## src/rtl/operand_fwd_ctrl.sv

```systemverilog
// Forwarding and load-use hazard control for the EX-stage operand muxes.
// Tracks the destinations of the EX and MEM instructions and registers mux selects into EX.
module operand_fwd_ctrl #(
    parameter int unsigned REG_AW = 4,
    parameter int unsigned CNT_W  = 16
) (
    input  logic              clk,
    input  logic              rst_n,
    input  logic              i_id_valid,
    input  logic [REG_AW-1:0] i_id_rs1,
    input  logic [REG_AW-1:0] i_id_rs2,
    input  logic              i_id_use_imm,
    input  logic [REG_AW-1:0] i_id_rd,
    input  logic              i_id_we,
    input  logic              i_id_is_load,
    input  logic              i_flush,
    output logic [1:0]        o_sel_a,
    output logic [1:0]        o_sel_b,
    output logic              o_mux_en,
    output logic              o_stall,
    output logic [CNT_W-1:0]  o_stall_cnt
);

    localparam logic [1:0] SelRf  = 2'b00;
    localparam logic [1:0] SelEx  = 2'b01;
    localparam logic [1:0] SelMem = 2'b10;
    localparam logic [1:0] SelImm = 2'b11;

    logic              r_ex_vld;
    logic [REG_AW-1:0] r_ex_rd;
    logic              r_ex_ld;
    logic              r_mem_vld;
    logic [REG_AW-1:0] r_mem_rd;
    logic [1:0]        r_sel_a;
    logic [1:0]        r_sel_b;
    logic              r_mux_en;
    logic [CNT_W-1:0]  r_stall_cnt;

    logic       w_rs1_nz;
    logic       w_rs2_used;
    logic       w_ex_hit_a;
    logic       w_ex_hit_b;
    logic       w_mem_hit_a;
    logic       w_mem_hit_b;
    logic       w_stall;
    logic [1:0] w_sel_a;
    logic [1:0] w_sel_b;

    // Slots only ever hold rd != 0, so a valid match already excludes r0.
    assign w_rs1_nz    = (i_id_rs1 != '0);
    assign w_rs2_used  = !i_id_use_imm && (i_id_rs2 != '0);
    assign w_ex_hit_a  = w_rs1_nz && r_ex_vld && (r_ex_rd == i_id_rs1);
    assign w_ex_hit_b  = w_rs2_used && r_ex_vld && (r_ex_rd == i_id_rs2);
    assign w_mem_hit_a = w_rs1_nz && r_mem_vld && (r_mem_rd == i_id_rs1);
    assign w_mem_hit_b = w_rs2_used && r_mem_vld && (r_mem_rd == i_id_rs2);

    assign w_stall = i_id_valid && !i_flush && r_ex_ld && (w_ex_hit_a || w_ex_hit_b);

    always_comb begin
        w_sel_a = SelRf;
        w_sel_b = SelRf;
        if (w_ex_hit_a) begin
            w_sel_a = SelEx;
        end else if (w_mem_hit_a) begin
            w_sel_a = SelMem;
        end
        if (i_id_use_imm) begin
            w_sel_b = SelImm;
        end else if (w_ex_hit_b) begin
            w_sel_b = SelEx;
        end else if (w_mem_hit_b) begin
            w_sel_b = SelMem;
        end
    end

    always_ff @(posedge clk or negedge rst_n) begin
        if (!rst_n) begin
            r_ex_vld    <= 1'b0;
            r_ex_rd     <= '0;
            r_ex_ld     <= 1'b0;
            r_mem_vld   <= 1'b0;
            r_mem_rd    <= '0;
            r_sel_a     <= SelRf;
            r_sel_b     <= SelRf;
            r_mux_en    <= 1'b0;
            r_stall_cnt <= '0;
        end else if (i_flush) begin
            r_ex_vld  <= 1'b0;
            r_ex_ld   <= 1'b0;
            r_mem_vld <= 1'b0;
            r_sel_a   <= SelRf;
            r_sel_b   <= SelRf;
            r_mux_en  <= 1'b0;
        end else begin
            r_mem_vld <= r_ex_vld;
            r_mem_rd  <= r_ex_rd;
            if (i_id_valid && !w_stall) begin
                r_ex_vld <= i_id_we && (i_id_rd != '0);
                r_ex_rd  <= i_id_rd;
                r_ex_ld  <= i_id_is_load;
                r_sel_a  <= w_sel_a;
                r_sel_b  <= w_sel_b;
                r_mux_en <= 1'b1;
            end else begin
                r_ex_vld <= 1'b0;
                r_ex_ld  <= 1'b0;
                r_sel_a  <= SelRf;
                r_sel_b  <= SelRf;
                r_mux_en <= 1'b0;
            end
            if (w_stall && (r_stall_cnt != '1)) begin
                r_stall_cnt <= r_stall_cnt + CNT_W'(1);
            end
        end
    end

    assign o_sel_a     = r_sel_a;
    assign o_sel_b     = r_sel_b;
    assign o_mux_en    = r_mux_en;
    assign o_stall     = w_stall;
    assign o_stall_cnt = r_stall_cnt;

endmodule

```

## config.mk

```make
export PLATFORM = sky130hd
export DESIGN_NAME = operand_fwd_ctrl
export DESIGN_NICKNAME = d
export VERILOG_FILES = /design/src/rtl/operand_fwd_ctrl.sv
export SDC_FILE = /design/constraint.sdc
export NUM_CORES = 1
export LEC_CHECK = 0
export ABC_AREA = 1
export BUFFER_PORTS_ARGS = -buffer_cell sky130_fd_sc_hd__buf_4
export CAP_MARGIN = 5
export CORE_AREA = 2 2 66 68
export CTS_BUF_LIST = sky130_fd_sc_hd__clkbuf_8
export DETAILED_ROUTE_END_ITERATION = 10
export DIE_AREA = 0 0 68 70
export PLACE_DENSITY = 0.75
export SLEW_MARGIN = 20
export SYNTH_ARGS = -nofsm -noshare
export SYNTH_HDL_FRONTEND = slang
export SYNTH_SLANG_ARGS = --single-unit
```

## constraint.sdc

```tcl
create_clock -name clk -period 1.6 [get_ports clk]
set_input_delay 0.08 -clock clk [delete_from_list [all_inputs] [get_ports clk]]
set_output_delay 0.08 -clock clk [all_outputs]
set_load 0.03 [all_outputs]
```

# Word-level counts from Yosys, hierarchy flattened
# Cells that the tools add are included.
word_totals:
  input_bits: 19
  elab_cells: 56
  output_inout_bits: 22
  regBits: 32
op_classes:
  n_eq_ne: 5
  mux: 16
  bitwise: 1
  reduce_logical: 24
  n_addsub: 1
ops:
  columns: ["operator", "n"]
  rows:
  - ["2-bit 2-to-1 mux", 9]
  - ["16-bit by 1-bit adder with 16-bit output (second input constant)", 1]
  - ["4-bit == test", 4]
  - ["16-bit != test (second input constant)", 1]
  - ["1-bit logical AND", 15]
  - ["4-bit nonzero test", 3]
  - ["1-bit 2-to-1 mux", 7]
  - ["2-bit AND reduction", 2]
  - ["1-bit logical NOT", 3]
  - ["1-bit logical OR", 1]
  - ["1-bit inverter", 1]

# Longest topological paths before layout
logic_depth:
  depth_word: 10
  mapped_depth: 11
  depth_no_buf: 11

# Worst setup path before layout
# No wires, ideal clock.
synth_path:
  kind: "register -> register"
  from: "register r_stall_cnt[0] (netlist: o_stall_cnt[0])"
  to: "register r_stall_cnt[10] (netlist: o_stall_cnt[10])"
  period_less_slack_ns: 1.859
  t_required_ns: 1.481
  stages_incl_launch_ff: 8
  slack_ns: -0.259
  n_path_buf: 1
  t_arrival_ns: 1.740
  setup_ns: 0.119
  cell_sequence: "dfrtp_1 ha_1 nand3_2 nor2_4 nand4_2 buf_2 nand4_1 nand2_1"
synth_between:
  elab_chain_cells: 3
  word_cells_on_any_way: 4
  cone_classes: "add/sub (1); eq/ne (1); reduce/logical (2)"
synth_rtl:
  columns: ["element", "line_no", "rtl"]
  rows:
  - ["start: declaration", "37", "logic [CNT_W-1:0] r_stall_cnt;"]
  - ["start signal: assignment", "112", "r_stall_cnt <= r_stall_cnt + CNT_W'(1);"]
  - ["parallel branches: the longest is 3 deep, another holds 16-bit by 1-bit adder with 16-bit output", null, null]
# Several ways; the timed one is not identified.
# A chain may end at the register's enable or synchronous reset.

# Worst setup path after layout
layout_path:
  from: "register r_ex_rd[2]"
  to: "output o_stall"
layout_between:
  elab_chain_cells: 4
  word_cells_on_any_way: 6
  cone_classes: "eq/ne (2); reduce/logical (4)"
layout_rtl:
  columns: ["element", "line_no", "rtl"]
  rows:
  - ["start: declaration", "30", "logic [REG_AW-1:0] r_ex_rd;"]
  - ["start signal: assignment", "99", "r_ex_rd <= i_id_rd;"]
  - ["4-bit == test (on tied branches)", "52, 53", null]
  - ["1-bit logical AND (on tied branches)", "52, 53", null]
  - ["1-bit logical OR *", "57", "assign w_stall = i_id_valid && !i_flush && r_ex_ld && (w_ex_hit_a || w_ex_hit_b);"]
  - ["1-bit logical AND *", "57", null]
  - ["end: declaration", "20", "output logic o_stall,"]
# Mark *: on every way between the ends. The rest lies on a longest branch, timed or not.

==> key figures <==
Status
  • Status: finished, final reports clean

Clock tree
  • H-tree lvl count: 2
  • CTS tree: built
  • Clock Latency Late Sink: 0.29 ns
  • CTS root buf: clkbuf_8
  • CTS max path bufs: 2
  • Clk sinks: 32
  • Worst-path clk slew: 0.06 ns
  • Total CTS buffers: 5

Die
  • CORE AREA: 0.00414 mm²
  • Die X: 68 µm
  • Starting density of the core: 0.474
  • # rows: 24
  • IO Count: 41
  • Die area: 0.00476 mm²
  • Die H: 70 µm

Synthesis
  • Commonest cells post-synth: nand2_1, dfrtp_1, nor2_1
  • Synth top area share: 0.408
  • Number of flops mapped to enable cells by yosys: 0
  • Syn. warnings: 0
  • Post-synthesis sequential area ratio: 0.408
  • Post-synth cell types: 26
  • Synthesized cell area: 0.00196 mm²
  • Async SR Flop Fraction: 1.00
  • Most used DFF post-synth: dfrtp_1
  • Mean Syn Cell Area: 7.12 µm²
  • Syn_nets: 296
  • Post-synth top area cell: dfrtp_1
  • #FFs+latches synth: 32
  • Area contributors post-synth: dfrtp_1, nand2_1, nand4_1
  • Post-synthesis cell count: 276
  • Count leader, synth: nand2_1

Timing
  • Setup TNS: 0 ns
  • Final worst-path cycle share: 0.982
  • F_max: 636 MHz
  • Max-slew headroom: 0.540
  • Slew @ Worst Pin: 0.687 ns
  • Slew Limit Fails: 0
  • Final worst slack: 0.0281 ns
  • Final number of setup-violating endpoints: 0
  • Final Hold Viols: 0
  • Worst Clk Skew: 0.00793 ns
  • RSZ-0062 raised after global routing: yes
  • Fin crit period: 1.57 ns

Layout
  • Fin area: 0.00267 mm²
  • Antenna cells: 0
  • Area Overhead vs Synth: 35.9%
  • Proportion of layout cells with a drive suffix above 1: 0.280
  • Nets: 365
  • Fillers: 367
  • Post-layout utilization of the core: 0.644

Placed design
  • Number of buffers added on ports: 40
  • Final Wtd Congestion: 0.881
  • Area post-placement: 0.00244 mm²
  • DP Worst Slack: 0.0696 ns
  • Final HPWL DP: 3610 µm

Detailed routing
  • Drt total wl: 5080 µm
  • DRT antenna net count: 0
  • Post-DR wirelength/cell: 12.8 µm
  • Vias: 2081
  • DRT iter0 DRCs: 220
  • # DRC: 0
  • Via density: 5.23
  • DR pass1 iterations: 5

Power
  • Sequential share of power: 0.496
  • Max VDD drop: 0.530 mV
  • Clock network fraction of total power: 0.357
  • Leakage power: 1.41 nW
  • Sw Ratio: 0.264
  • Pwr dens: 659 mW/mm²
  • Comb power frac: 0.147
  • Net Switching: 0.465 mW
  • Int Pwr: 1.30 mW

Critical path
  • Worst EP arrival: 1.49 ns
  • Setup crit start: r_ex_rd[2]$_DFFE_PN0P_
  • Crit-path cells: buf_4 > nand2_1 > nand2_1 > nor2_1 > nand3_2 > nand2_4 > nand2_4 > inv_2 > buf_6
  • Top delay family on crit path: simple AND/OR/NAND/NOR gates
  • Critical Path Sink Type: primary output
  • CP max FO: 3
  • Slowest-stage cell, CP: dfrtp_1
  • CP max stage delay: 0.41 ns
  • Critical path required time: 1.52 ns
  • Critical path class: reg -> out
  • Setup crit start kind: register
  • Buf/Inv on CP: 3
  • Critical R2R Launch: r_ex_rd[2]$_DFFE_PN0P_

Hold path
  • Worst Hold Class: in -> reg
  • Hold Startpoint: i_id_is_load

Global route
  • Grt ovf: 0
  • First-pass GRT wire length: 8570 µm
  • Largest net degree at the start of global routing: 33
  • All-layer global routing usage: 0.233
  • Vias in the first global route: 1921
  • Antenna violations before repair: 0

Flow run
  • Number of max-cap violations: 0
[timing repair]
item / CTS / global route
cloned: 0 / 1
setup endpoints to repair: 1 / 17
resized for setup: 6 / 10
pin swaps: 2 / 8
setup buffers: 2 / 8
hold buffers: 1 / 0
hold endpoints to repair: 32 / 0
[power groups by stage]
stage | Clock [mW] | Sequential (mW) | Combinational [mW]
after global placement | 0 | 0.888 | 0.219
after detailed placement | 0 | 0.888 | 0.223
after global routing | 0.675 | 0.878 | 0.294
after CTS | 0.644 | 0.874 | 0.235
final | 0.628 | 0.874 | 0.259
after floorplan | 0 | 0.891 | 0.118
[cell usage in the layout (no fill, tap or decap), types with 3 or more instances in the layout]
cell | Yosys | routed
nand2_1 | 103 | 98
buf_4 | 1 | 64
nor2_1 | 32 | 31
inv_1 | 30 | 29
dfrtp_1 | 32 | 28
nand4_1 | 23 | 23
nand3_1 | 12 | 11
o21ai_0 | 7 | 7
xnor2_1 | 7 | 7
xor2_1 | 6 | 6
clkbuf_8 | 0 | 6
a21oi_1 | 5 | 5
nand2_2 | 2 | 5
dfrtp_2 | 0 | 4
inv_2 | 0 | 3
nor2_2 | 2 | 3
nand2_4 | 1 | 3
nand3_4 | 1 | 3
[worst reg2reg max path: stages (launching register included)]
cell and delay, ns:
dfrtp_1 0.41, buf_4 0.15, nand2_1 0.05, nand2_1 0.04, nor2_1 0.10, nand3_2 0.10
nand2_4 0.10, buf_4 0.16, nand3_4 0.15, nand2_1 0.13, nand2_1 0.06
[layer usage]
metal  GRT usage  wire length [µm]  vias up
met4      0.0778                80        0
li1            -                 -     1030
met3      0.0499               313        7
met5           0                 0        -
met1       0.332              2290      964
met2       0.347              2400       80
[flip-flops by register name, indices dropped and copies added (netlist names)]
register and flops:
o_sel_a 2, r_mem_rd 4, r_ex_vld 1, o_sel_b 2
o_stall_cnt 16, o_mux_en 1, r_ex_ld 1, r_mem_vld 1
r_ex_rd 4
[logic make-up (layout without fill, tap and decap cells)]
group	after synthesis	in the layout	share of synthesized area
AOI/OAI and AO/OA	13	13	0.0350
xor gates and xnor gates	13	13	0.0580
adders and majority gates	1	1	0.00637
buffers and inverters	35	104	0.0739
DFF	32	32	0.408
and+or+nand+nor	182	183	0.419
[metrics by stage]
step                      power, mW  std cells  hold WS [ns]
after floorplan                1.01        276        -0.216
after global placement         1.11        378        0.0335
after detailed placement       1.11        378        0.0394
after CTS                      1.75        389       0.00538
after global routing           1.85        398        0.0137
final                          1.76        398        0.0110
[cell type report]
type	count	area, µm²	area share
Clock buffer	6	82.6	0.0309
Clock inverter	2	7.51	0.00281
Inverter	30	113	0.0422
Multi-Input combinational cell	210	1090	0.410
Sequential cell	32	806	0.302
Tap cell	52	65.1	0.0244
Timing Repair Buffer	66	502	0.188
[path summary, 6_finish.rpt]
kind | slack [ns] | cells after the start | endpoint
setup / recovery | 0.03 | 9 | o_stall
hold / removal | 0.01 | 3 | r_ex_ld$_DFF_PN0_
setup reg to reg | 0.05 | 10 | o_stall_cnt[8]$_DFFE_PN0P_
hold reg to reg | 0.53 | 2 | r_mem_vld$_DFF_PN0_
max in group asynchronous | 1.03 | 2 | o_stall_cnt[1]$_DFFE_PN0P_
min in group asynchronous | 0.26 | 2 | r_mem_rd[0]$_DFFE_PN0N_
No activity file was read; power rests on OpenSTA's default activity.
